===== config.mk =====
export PLATFORM = sky130hd
export DESIGN_NAME = irq_seq
export DESIGN_NICKNAME = d
export VERILOG_FILES = /design/src/rtl/irq_seq_pkg.sv /design/src/rtl/irq_seq_edge_latch.sv /design/src/rtl/irq_seq.sv
export SDC_FILE = /design/constraint.sdc
export NUM_CORES = 1
export LEC_CHECK = 0
export BUFFER_PORTS_ARGS = -buffer_cell sky130_fd_sc_hd__buf_2
export CORE_MARGIN = 1.5
export CORE_UTILIZATION = 35
export DETAILED_ROUTE_END_ITERATION = 16
export GPL_ROUTABILITY_DRIVEN = 1
export HOLD_SLACK_MARGIN = 0.08
export PLACE_DENSITY = 0.73
export SETUP_SLACK_MARGIN = 0.05
export SYNTH_ARGS = -nofsm -noshare
export SYNTH_HDL_FRONTEND = slang
export SYNTH_SLANG_ARGS = --single-unit

===== constraint.sdc =====
create_clock -name clk -period 2.94 [get_ports clk]
set_input_delay 0 -clock clk [delete_from_list [all_inputs] [get_ports clk]]
set_output_delay 0 -clock clk [all_outputs]
set_load 0.01 [all_outputs]

===== src/rtl/irq_seq_pkg.sv =====
// Shared NPC select codes and vector address for the interrupt sequencer
// and the next-PC mux that consumes its outputs.
package irq_seq_pkg;

    localparam logic [2:0]  NPC_PLUS4  = 3'b000;
    localparam logic [2:0]  NPC_IRQ    = 3'b100;
    localparam logic [2:0]  NPC_MRET   = 3'b101;
    localparam logic [31:0] IRQ_VECTOR = 32'h0000_0010;

endpackage


===== src/rtl/irq_seq_edge_latch.sv =====
// Rising-edge detector feeding a set/clear pending flag; set beats clear so an
// edge arriving in the same cycle as the take is not lost.
module irq_seq_edge_latch (
    input  logic clk,
    input  logic rst,
    input  logic din,
    input  logic clr,
    output logic pending
);

    logic din_d_reg;
    logic pending_reg;
    logic rise;

    assign rise    = din & ~din_d_reg;
    assign pending = pending_reg;

    always_ff @(posedge clk) begin
        if (rst) begin
            din_d_reg   <= 1'b0;
            pending_reg <= 1'b0;
        end else begin
            din_d_reg   <= din;
            pending_reg <= rise | (pending_reg & ~clr);
        end
    end

endmodule


===== src/rtl/irq_seq.sv =====
// Interrupt sequencer beside the EX-stage branch unit: takes pending interrupts,
// redirects to the vector, returns on mret and enforces a hold-off window.
module irq_seq
    import irq_seq_pkg::*;
#(
    parameter int PC_W    = 32,
    parameter int HOLDOFF = 2,
    parameter int HOLD_W  = 4
) (
    input  logic            clk,
    input  logic            rst,
    input  logic            irq_req,
    input  logic            irq_en,
    input  logic            ex_valid,
    input  logic [PC_W-1:0] ex_pc,
    input  logic            mret_ex,
    input  logic            mem_busy,
    output logic            interrupt_tick,
    output logic            ifid_flush,
    output logic            idex_flush,
    output logic [2:0]      npc_op,
    output logic [PC_W-1:0] epc,
    output logic            irq_ack,
    output logic            in_isr
);

    typedef enum logic [1:0] {
        ST_IDLE = 2'd0,
        ST_ISR  = 2'd1,
        ST_HOLD = 2'd2
    } state_e;

    state_e              state_reg;
    logic [HOLD_W-1:0]   hold_cnt_reg;
    logic [PC_W-1:0]     epc_reg;
    logic                irq_pending;
    logic                take;
    logic                ret;

    irq_seq_edge_latch u_edge_latch (
        .clk     (clk),
        .rst     (rst),
        .din     (irq_req),
        .clr     (take),
        .pending (irq_pending)
    );

    // A redirect needs a real instruction in EX so EPC is always meaningful.
    assign take = (state_reg == ST_IDLE) & irq_pending & irq_en & ex_valid & ~mem_busy;
    assign ret  = (state_reg == ST_ISR) & mret_ex & ex_valid & ~mem_busy;

    always_comb begin
        interrupt_tick = 1'b0;
        ifid_flush     = 1'b0;
        idex_flush     = 1'b0;
        npc_op         = NPC_PLUS4;
        irq_ack        = 1'b0;
        in_isr         = (state_reg == ST_ISR);
        if (take) begin
            interrupt_tick = 1'b1;
            ifid_flush     = 1'b1;
            idex_flush     = 1'b1;
            npc_op         = NPC_IRQ;
            irq_ack        = 1'b1;
        end else if (ret) begin
            interrupt_tick = 1'b1;
            ifid_flush     = 1'b1;
            idex_flush     = 1'b1;
            npc_op         = NPC_MRET;
        end
    end

    assign epc = epc_reg;

    always_ff @(posedge clk) begin
        if (rst) begin
            state_reg    <= ST_IDLE;
            hold_cnt_reg <= '0;
            epc_reg      <= '0;
        end else begin
            case (state_reg)
                ST_IDLE: begin
                    if (take) begin
                        epc_reg   <= ex_pc;
                        state_reg <= ST_ISR;
                    end
                end
                ST_ISR: begin
                    if (ret) begin
                        if (HOLDOFF == 0) begin
                            state_reg <= ST_IDLE;
                        end else begin
                            state_reg    <= ST_HOLD;
                            hold_cnt_reg <= HOLD_W'(HOLDOFF);
                        end
                    end
                end
                ST_HOLD: begin
                    // Counter runs through stalls; leaving at 1 keeps it from wrapping.
                    hold_cnt_reg <= hold_cnt_reg - 1'b1;
                    if (hold_cnt_reg <= HOLD_W'(1)) begin
                        state_reg <= ST_IDLE;
                    end
                end
                default: state_reg <= ST_IDLE;
            endcase
        end
    end

endmodule


Yosys cells after proc, flatten, opt, wreduce, memory -nomap -nowiden
Cells that the tools add are included.
{"block": "word_totals", "regBits": 40, "output_inout_bits": 40, "elab_cells": 41}
{"block": "op_classes", "bitwise_logic": 13, "add_sub_neg": 1, "mux": 11, "reduce_logical": 5, "n_lt_le_gt_ge": 1, "eq_ne": 5}
{"op": "1-bit AND", "n": 9}
{"op": "4-bit one-hot mux with 2 select lines", "n": 1}
{"op": "2-bit 2-to-1 mux", "n": 3}
{"op": "3-bit 2-to-1 mux", "n": 2}
{"op": "2-bit one-hot mux with 3 select lines", "n": 1}
{"op": "4-bit by 1-bit less-or-equal comparator with 1-bit output, second input constant", "n": 1}
{"op": "4-bit 2-to-1 mux", "n": 1}
{"op": "2-bit by 1-bit != test with 1-bit output, second input constant", "n": 2}
{"op": "2-bit AND reduction", "n": 2}
{"op": "4-bit by 1-bit subtractor with 4-bit output, second input constant", "n": 1}
{"op": "1-bit 2-to-1 mux", "n": 3}
{"op": "1-bit inverter", "n": 3}
{"op": "3-bit AND reduction", "n": 1}
{"op": "2-bit by 1-bit equality test with 1-bit output, second input constant", "n": 1}
{"op": "2-bit equality test, second input constant", "n": 1}
{"op": "2-bit logical NOT", "n": 1}
{"op": "2-bit != test, second input constant", "n": 1}
{"op": "2-bit nonzero test", "n": 1}
{"op": "1-bit bitwise OR", "n": 1}

Longest topological paths before layout
Gate-level depths: netlist (run 1).
{"block": "depth", "depth_word": 8, "depth_mapped": 5}

Cells and area by module
Synthesis (run 1) repeated with hierarchy kept, for this count alone.
{"block": "hier_totals", "hier_cells": 189, "area_unflattened_um2": 1905.6}
{"mod": "irq_seq", "area_each_um2": 1838.0, "seq_area_each_um2": 760.7, "instances": 1, "cells_each": 183}
{"mod": "irq_seq_edge_latch", "area_each_um2": 67.6, "seq_area_each_um2": 40.0, "instances": 1, "cells_each": 6}

Worst setup path after synthesis (run 1)
No wires, ideal clock.
{"block": "synth_timing", "kind": "register to register", "from": "register state_reg[0]", "to": "register epc_reg[22] (netlist: epc[22])", "arrival_time_ns": 1.334, "synth_period_minus_slack_ns": 1.405, "setup_time_ns": 0.072, "path_stages_with_launch": 5, "required_ns": 2.868, "path_slack_ns": 1.535, "path_cell_list": "dfxtp_1 or4_4 clkinv_4 buf_12 mux2i_1"}
{"block": "synth_via", "elab_chain_len": 6}
{"element": "from (decl)", "line": "irq_seq.sv:33", "text": "state_e state_reg;"}
{"element": "from (signal assigned)", "line": "irq_seq.sv:77", "text": "state_reg <= ST_IDLE;"}
{"element": "from (signal assigned)", "line": "irq_seq.sv:85", "text": "state_reg <= ST_ISR;"}
{"element": "from (signal assigned)", "line": "irq_seq.sv:91", "text": "state_reg <= ST_IDLE;"}
{"element": "2-bit logical NOT *", "line": "irq_seq.sv:49, irq_seq.sv:81"}
{"element": "1-bit AND (4 in a row)", "line": "irq_seq.sv:49", "text": "assign take = (state_reg == ST_IDLE) & irq_pending & irq_en & ex_valid & ~mem_busy;"}
{"element": "2-bit AND reduction (no line) *"}
{"element": "to (signal assigned)", "line": "irq_seq.sv:84", "text": "epc_reg <= ex_pc;"}
{"element": "to (decl)", "line": "irq_seq.sv:35", "text": "logic [PC_W-1:0] epc_reg;"}
Mark *: on every way between the ends. The rest lies on a longest branch, timed or not.
A chain may end at the register's enable or synchronous reset.

Final worst setup path (run 1)
{"block": "layout_timing", "from": "register state_reg[0]", "to": "output irq_ack"}
{"block": "layout_via", "elab_chain_len": 6}
{"element": "2-bit logical NOT", "line": "irq_seq.sv:49"}
{"element": "1-bit AND (4 in a row)", "line": "irq_seq.sv:49"}
{"element": "1-bit 2-to-1 mux", "line": "irq_seq.sv:59", "text": "if (take) begin"}
{"element": "to (decl)", "line": "irq_seq.sv:23", "text": "output logic irq_ack,"}
Every way passes these cells.

==> results of run 1 <==
## per-layer routing
| metal | vias up | wire length, um | part of all wire |
|---|---|---|---|
| met5 | - | 0 | 0 |
| met1 | 737 | 1683 | 0.42 |
| li1 | 822 | - | - |
| met4 | 0 | 17 | 0.0043 |
| met3 | 2 | 179 | 0.045 |
| met2 | 50 | 2106 | 0.53 |
## worst paths after layout
check        slack [ps]                      endpoint                       from
max                1130                       irq_ack  state_reg[0]$_SDFFE_PP0P_
min                 170  hold_cnt_reg[2]$_SDFFE_PP0P_                    mret_ex
max reg2reg        1320          epc[20]$_SDFFE_PP0P_  state_reg[0]$_SDFFE_PP0P_
min reg2reg         460          epc[10]$_SDFFE_PP0P_       epc[10]$_SDFFE_PP0P_
## metrics by stage
stage / cells / util
after floorplan: 188 / -
after global placement: 318 / 0.4395
after detailed placement: 318 / 0.4395
after CTS: 361 / 0.5320
after global routing: 361 / 0.5320
final: 361 / 0.5320
## critical path, delay by kind of cell (launching register included)
kind                   cells  cell delay (ps)
AND/OR/NAND/NOR            1              590
flip-flops                 1              380
buffers and inverters      2              520
## layout make-up
type	instances	area [um^2]
fill	452	2240
multi-input combinational	128	805.8
sequential	40	800.8
timing repair buffer	112	735.7
tap	67	83.83
clock buffer	6	82.58
inverter	6	27.53
clock inverter	2	10.01
## cell families (layout without fill, tap and decap cells)
kind of cell	after synthesis	after routing	share of synthesized area
AO/OA/AOI/OAI	9	9	0.03714
XOR/XNOR	1	1	0.005001
adder cells (fa/ha/maj)	2	2	0.01428
buffers and inverters	20	126	0.08285
flip-flops	40	40	0.4571
multiplexers	33	33	0.1893
other	1	1	0.002141
AND/OR/NAND/NOR	82	82	0.2122
## power groups by stage
| stage | registers, mW | logic [mW] | clock network, mW |
|---|---|---|---|
| 2_1_floorplan | 0.573 | 0.0512 | 0 |
| 5_1_grt | 0.558 | 0.139 | 0.411 |
| 3_5_place_dp | 0.570 | 0.0894 | 0 |
| 4_1_cts | 0.557 | 0.125 | 0.386 |
| 6_report | 0.557 | 0.126 | 0.368 |
| 3_3_place_gp | 0.570 | 0.0881 | 0 |
## layout by cell type (no fill, tap or decap), drive strengths merged
cell / n
a2111oi: 1
and4b: 1
nand2: 68
buf: 77
o31ai: 1
nand3b: 1
nand4b: 1
clkbuf: 6
inv: 4
and2b: 1
a21oi: 3
conb: 1
nand2b: 1
mux2i: 32
o21ai: 1
mux2: 1
dlygate4sd3: 35
and2: 1
clkinv: 4
nor3: 1
dfxtp: 40
nor2: 1
and4bb: 1
o211a: 1
or4b: 1
o311ai: 1
nor2b: 2
ha: 2
xnor2: 1
or4: 2
a32o: 1
==> flow_summary.ini, run 1 <==
[logic_synthesis]
ys_async_sr_fraction = 0
synth-seq-area-share = 0.4571
synth_area_um2 = 1752
synth_edf_count = 0
syn_inst = 188
syn-num-nets = 229
ys_ff_latch = 40
synth_flop_cell = dfxtp_1
yosysTopAreaCell = dfxtp_1
ys_types = 36
yosys_warnings = 0
synth_top_area_share = 0.4571
synth_area_leaders = dfxtp_1 (46%), mux2i_1 (18%), nand2_1 (15%)
synth.most_common_cell = nand2_1
avgSynthCellArea_um2 = 9.317
ys_top_cells_by_count = nand2_1 (68), dfxtp_1 (40), mux2i_1 (32), clkbuf_1 (6), buf_4 (4)

[global_routing]
top_usage_layer = met2
grt_pass1_vias = 1485
grt_use_total = 0.1507
use_met3 = 0.04801
antenna_found_initial = 0
overflow = 0
grt_pass1_wl_mm = 6.292
grt_max_degree = 68
met1_usage = 0.1622
grt_util_met2 = 0.2723

[floorplanning]
die_h_um = 73.75
ios = 79
dieArea_um2 = 5438
start_util = 0.3660
core_area_um2 = 4786
rows = 25
die_x_um = 73.75

[cts]
ctsRootBufferMaster = clkbuf_8
clock_path_buffers = 2
cts_tree = done
cts_buffers = 5
clk_pin_slew_ps = 70
hold_buffers = 35
cts_setup_buffers = 0
htreeDepth = 2
cts.sinks = 40
clk_latency_ps = 280
postCtsResizedCells = 0

[pwr]
p_sw_frac = 0.2281
total_power_mw = 1.051
power_leakage_nw = 1.165
p_per_area_nw_per_um2 = 412.8
irDropWorstVdd_v = 0.0002492
pwr-share-seq = 0.530
comb_power_share = 0.119
p_clk_frac = 0.350
p_int_uw = 811.2
p_sw_uw = 239.8

[timing]
skew_ps = 4.367
finalWorstSetupSlack_ps = 1130
rsz0062_at_grt = no
slew_headroom = 0.3488
hold_ws_ps = 171.1
period_share = 0.6157
clock.fmax_ghz = 0.5524
max_slew.worst_pin.slew_ps = 976.7
finalSetupViolations = 0
fin_tns_setup_ps = 0
slew_viol_final = 0
hold_viol = 0
fin_crit_ps = 1810

[finish]
final_nets = 334
largest_reg_flops = 32
n_antenna_cell = 0
area_growth_pct = 45.36
finalInstanceArea_um2 = 2546
drive_above_1_share = 0.3095

[worst_setup_path]
crit_fanout = 34
required_ps = 2940
crit_chain = or4_4 -> clkinv_4 -> buf_2
cp-start-kind = register
crit_type = reg2out
end_kind = output pin
reg2reg_depth = 3
cpMaxStageDelayCell = or4_4
critPathMaxStageDelay_ps = 590
arrival_ps = 1810

[worst_hold_path]
hold_depth = 4
holdCritPathClass = in2reg

[detailed_routing]
drt-total-wl_mm = 3.986
wire_per_inst_um = 11.04
vias_per_cell = 4.463
dr.pass1.iters = 4
drc_errors = 0
routed-via-count = 1611
detail-route-antenna-nets = 0
drt_iter0_markers = 71

[outcome]
outcome = finished, final reports clean

[placement]
placed_area_um2 = 2103
io_buffers = 77
place_congestion = 0.8858
dpl_worst_slack_ps = 1312
hpwl_mm = 2.419

[job]
drv_cap = 0
Note: power is estimated with default switching activity, not from simulation.
==> run 2, diff against run 1 <==
--- a/config.mk
+++ b/config.mk
@@ -5,13 +5,14 @@
 export SDC_FILE = /design/constraint.sdc
 export NUM_CORES = 1
 export LEC_CHECK = 0
+export ABC_AREA = 1
 export BUFFER_PORTS_ARGS = -buffer_cell sky130_fd_sc_hd__buf_2
 export CORE_MARGIN = 1.5
 export CORE_UTILIZATION = 35
 export DETAILED_ROUTE_END_ITERATION = 16
 export GPL_ROUTABILITY_DRIVEN = 1
 export HOLD_SLACK_MARGIN = 0.08
-export PLACE_DENSITY = 0.73
+export PLACE_DENSITY = 0.75
 export SETUP_SLACK_MARGIN = 0.05
 export SYNTH_ARGS = -nofsm -noshare
 export SYNTH_HDL_FRONTEND = slang
==> constraint.sdc (replaced) <==
create_clock -name clk -period 1.73 [get_ports clk]
set_input_delay 0 -clock clk [delete_from_list [all_inputs] [get_ports clk]]
set_output_delay 0 -clock clk [all_outputs]
set_load 0.01 [all_outputs]
==> run 2 against run 1 <==
Worst hold slack worse by 76 ps. Synthesized cell count is 6.4% higher. First-iteration DRC count increased by 59%. Register-to-register slack worse by 910 ps. Non-clock buffer count is the same. Cell area decreased by 5.0%. Count of clock-buffer cells in the layout unchanged. Largest power group unchanged. Highest routed layer unchanged. Critical path type unchanged. Largest cell class is now flip-flops and latches.
==> flow_summary.ini, run 2 <==
[worst_setup_path]
crit_chain = nor2_2 -> nand3_4 -> clkinv_2 -> buf_2
crit_family = buffers and inverters
crit_buf_inv = 2
required_ps = 1730
timing.rr.start = state_reg[1]$_SDFFE_PP0P_
end_kind = output pin
r2r-end = epc[19]$_SDFFE_PP0P_
critPathMaxStageDelay_ps = 400
cpMaxStageDelayCell = clkinv_2
crit_start = state_reg[1]$_SDFFE_PP0P_
crit_type = reg2out
rrSetupSlack_ps = 410
reg2reg_depth = 5
arrival_ps = 1510
cp-start-kind = register
crit_fanout = 33

[cts]
clk_latency_ps = 280
clk_pin_slew_ps = 80
cts_buffers = 5
clock_path_buffers = 2
cts.sinks = 40
cts_tree = done
ctsRootBufferMaster = clkbuf_8
htreeDepth = 2
cts_setup_buffers = 0

[pwr]
power_leakage_nw = 1.115
p_sw_uw = 412.1
irDropWorstVdd_v = 0.0005565
comb_power_share = 0.101
p_int_mw = 1.468
pwr-share-seq = 0.501
p_per_area_nw_per_um2 = 777.6
p_clk_frac = 0.399
p_sw_frac = 0.2191

[timing]
finalWorstSetupSlack_ps = 223.2
clock.fmax_ghz = 0.6637
fin_crit_ps = 1507
skew_ps = 4.907
slew_headroom = 0.6658
fin_tns_setup_ps = 0
period_share = 0.8710
hold_viol = 0
rsz0062_at_grt = no
finalSetupViolations = 0
max_slew.worst_pin.slew_ps = 500.8
slew_viol_final = 0
hold_ws_ps = 94.81

[logic_synthesis]
synth_area_leaders = dfxtp_1 (50%), nand2_1 (15%), a21oi_1 (9.0%)
syn-num-nets = 241
ys_ff_latch = 40
synth_edf_count = 0
yosys_warnings = 0
yosysTopAreaCell = dfxtp_1
ys_types = 22
synth.most_common_cell = nand2_1
avgSynthCellArea_um2 = 8.058
synth-seq-area-share = 0.4969
ys_async_sr_fraction = 0
synth_area_um2 = 1612
synth_top_area_share = 0.4969
syn_inst = 200
synth_flop_cell = dfxtp_1
ys_top_cells_by_count = nand2_1 (65), dfxtp_1 (40), a21oi_1 (29), inv_1 (12)

[finish]
drive_above_1_share = 0.3562
final_cell_mix = buf_2 (77), nand2_1 (65), dfxtp_1 (40)
area_growth_pct = 50.08
mostFrequentLayoutCell = buf_2
final_nets = 346
largest_reg_flops = 32
final_util = 0.5517
n_antenna_cell = 0

[global_routing]
grt_max_degree = 36
grt_pass1_wl_mm = 6.996
antenna_found_initial = 0
overflow = 0
grt_use_total = 0.1760
grt_pass1_vias = 1573

[worst_hold_path]
holdCritPathClass = in2reg
whs_endpoint = state_reg[1]$_SDFFE_PP0P_
hold_depth = 3
hold_start = mret_ex

[detailed_routing]
drt_iter0_markers = 113
routed-via-count = 1608
vias_per_cell = 4.492
drt-total-wl_mm = 4.168
wire_per_inst_um = 11.64
drc_errors = 0
dr.pass1.iters = 4
detail-route-antenna-nets = 0

[floorplanning]
die_x_um = 70.86
die_h_um = 70.86
start_util = 0.3676
rows = 24
core_area_um2 = 4384
dieArea_um2 = 5020
ios = 79

[placement]
dpl_worst_slack_ps = 415.6
hpwl_mm = 2.484
place_congestion = 0.7929
io_buffers = 77

[job]
drv_cap = 0

[outcome]
outcome = finished, final reports clean
## run 2: cell types whose count changed in the layout (fill, tap and decap cells not counted), sizes merged, moves of 2 or more
cell and change:
buf +2, clkinv -2, nand2 +6, nand3 +9, inv +8, or4 -2
nor2 +6, a21oi +35, nor2b -2, mux2i -32, dlygate4sd3 -2
## run 2: area by class of cell
class	count	area, um^2
Fill cell	395	1966
Timing Repair Buffer	112	730.7
Clock inverter	2	35.03
Tap cell	52	65.06
Sequential cell	40	800.8
Inverter	13	50.05
Clock buffer	6	72.57
Multi-Input combinational cell	133	664.4
## run 2: timing repair
| item | 4_1_cts | 5_1_grt |
|---|---|---|
| resized for setup | 0 | 0 |
| endpoints found under the hold margin | 34 | 0 |
| hold buffers | 33 | 0 |
## run 2: cells by family (layout without fill, tap and decap cells)
logic type	after synthesis	in the layout	synth area share
fa+ha+maj	2	2	0.01553
simple gates	90	90	0.2477
other cells	1	1	0.002327
flops	40	40	0.4969
buf+inv	27	133	0.09083
compound gates	40	40	0.1467
## run 2: how the worst max path moves through the flow
stage                                      end  slack [ps]  depth (start not counted)
after floorplan                     ifid_flush         590                          5
after global placement    epc[16]$_SDFFE_PP0P_         440                          6
after detailed placement  epc[19]$_SDFFE_PP0P_         420                          5
after CTS                              irq_ack         180                          4
after global routing                   irq_ack          90                          5
final                                  irq_ack         220                          4
## run 2: tightest hold or removal path, stage by stage
cell	delay, ps
buf_2	100
nand3_2	130
a21oi_1	90
## run 2: per-stage QoR
step / total power [mW] / cells / area, um^2
6_report: 1.881 / 358 / 2419
3_3_place_gp: 1.092 / 317 / 1981
2_1_floorplan: 1.030 / 200 / 1612
4_1_cts: 1.911 / 358 / 2419
3_5_place_dp: 1.093 / 317 / 1981
5_1_grt: 1.970 / 358 / 2419
## run 2: power by group through the flow
stage	combinational, mW	clock, mW	sequential (mW)
CTS	0.187	0.782	0.942
finish	0.189	0.750	0.942
detailed placement	0.130	0	0.963
floorplan	0.0621	0	0.968
global route	0.207	0.819	0.944
global placement	0.129	0	0.963
## run 2: layer usage
layer	GRT usage	part of all wire	vias up
li1	-	-	836
met1	0.1995	0.44	717
met2	0.3126	0.50	51
met3	0.05271	0.050	4
met4	0.06289	0.0086	0
met5	0	0	-
==> run 3, diff against run 2 <==
--- a/config.mk
+++ b/config.mk
@@ -7,6 +7,7 @@
 export LEC_CHECK = 0
 export ABC_AREA = 1
 export BUFFER_PORTS_ARGS = -buffer_cell sky130_fd_sc_hd__buf_2
+export CORE_ASPECT_RATIO = 0.5
 export CORE_MARGIN = 1.5
 export CORE_UTILIZATION = 35
 export DETAILED_ROUTE_END_ITERATION = 16
==> run 3 against run 2 <==
Combinational power is essentially flat. Fmax shrank 0.48%. Clock power grew 9.3%. Setup slack lost 7.3 ps. First-iteration DRC count shrank 24%. Critical endpoint unchanged. Largest cell class unchanged. Largest power group unchanged.
==> flow_summary.ini, run 3 (synthesis gave the netlist of run 2 again) <==
[worst_setup_path]
required_ps = 1730
crit_chain = nor2_2 -> nand3_4 -> clkinv_2 -> buf_2
critPathMaxStageDelay_ps = 400
rrSetupSlack_ps = 390
crit_fanout = 33
reg2reg_depth = 5
arrival_ps = 1510
crit_family = buffers and inverters
end_kind = output pin
cp-start-kind = register
cpMaxStageDelayCell = clkinv_2
critical_path_cell_count = 4
crit_buf_inv = 2
crit_type = reg2out

[detailed_routing]
wire_per_inst_um = 11.83
vias_per_cell = 4.409
drc_errors = 0
dr.pass1.iters = 4
drt_iter0_markers = 86
detail-route-antenna-nets = 0
routed-via-count = 1605
drt-total-wl_mm = 4.306

[timing]
rsz0062_at_grt = no
skew_ps = 6.685
finalWorstSetupSlack_ps = 216.0
slew_viol_final = 0
fin_tns_setup_ps = 0
slew_headroom = 0.6662
fin_crit_ps = 1514
clock.fmax_ghz = 0.6605
max_slew.worst_pin.slew_ps = 500.1
hold_viol = 0
period_share = 0.8752
finalSetupViolations = 0

[floorplanning]
start_util = 0.3660
core_area_um2 = 4403
rows = 17
die_x_um = 98.96
die_h_um = 50.98
dieArea_um2 = 5045
ios = 79

[cts]
cts_setup_buffers = 0
htreeDepth = 2
cts_tree = done
clk_latency_ps = 290
clk_pin_slew_ps = 70
clock_path_buffers = 2
cts_buffers = 5
cts.sinks = 40
hold_buffers = 33
postCtsResizedCells = 0
ctsRootBufferMaster = clkbuf_8

[finish]
n_antenna_cell = 0
drive_above_1_share = 0.3616
final_cell_mix = buf_2 (77), nand2_1 (65), dfxtp_1 (40)
largest_reg_flops = 32
final_nets = 347
fill_cells = 360
area_growth_pct = 52.10
mostFrequentLayoutCell = buf_2

[global_routing]
grt_pass1_vias = 1575
grt_pass1_wl_mm = 6.962
overflow = 0
antenna_found_initial = 0
grt_max_degree = 36
grt_use_total = 0.1775

[placement]
hpwl_mm = 2.739
place_congestion = 0.7016
dpl_worst_slack_ps = 392.8
io_buffers = 77

[outcome]
outcome = finished, final reports clean

[pwr]
p_per_area_nw_per_um2 = 797.4
power_leakage_nw = 1.129
irDropWorstVdd_v = 0.0003251

[job]
drv_cap = 0

[worst_hold_path]
holdCritPathClass = in2reg
hold_depth = 3
-- run 3: report_power, final --
part	total (mW)	switching [mW]	internal [mW]
Sequential	0.942	0.00717	0.935
Combinational	0.192	0.0854	0.107
Clock	0.820	0.311	0.509
Total	1.95	0.404	1.55
-- run 3: worst register-to-register path, stage by stage, from the launching register on --
cell	delay, ps
dfxtp_1	360
nor2_2	60
nand3_4	90
clkinv_2	400
nand2_1	220
a21oi_1	80
-- run 3: routing by layer --
metal  wire length [um]  vias to the layer above  track usage
li1                   -                      836            -
met1               1771                      718       0.1966
met2               2289                       38       0.3207
met3                137                       13      0.05472
met4                108                        0      0.07857
met5                  0                        -            0
-- run 3: per-stage QoR --
step           instance area [um^2]  hold WS [ps]  std cells    util  power [mW]
4_1_cts                        2451         84.80        364  0.5567       1.971
5_1_grt                        2451         103.5        364  0.5567       2.027
2_1_floorplan                  1612         124.9        200       -       1.030
3_5_place_dp                   1994         231.9        323  0.4530       1.095
6_report                       2451         95.91        364  0.5567       1.955
3_3_place_gp                   1994         229.7        323  0.4530       1.091
-- run 3: area by class of cell --
cell class / instances / area (um^2) / area share
clock inverters: 1 / 30.03 / 0.01225
repair buffers: 113 / 738.2 / 0.3012
multi-input cells: 133 / 664.4 / 0.2711
clock buffers: 7 / 96.34 / 0.03931
flip-flops and latches: 40 / 800.8 / 0.3267
inverters: 13 / 50.05 / 0.02042
well taps: 57 / 71.32 / 0.02910
-- run 3: final timing paths --
check / startpoint / end
setup / recovery: state_reg[1]$_SDFFE_PP0P_ / irq_ack
hold / removal: mret_ex / state_reg[1]$_SDFFE_PP0P_
setup reg to reg: state_reg[1]$_SDFFE_PP0P_ / epc[5]$_SDFFE_PP0P_
hold reg to reg: epc[4]$_SDFFE_PP0P_ / epc[4]$_SDFFE_PP0P_
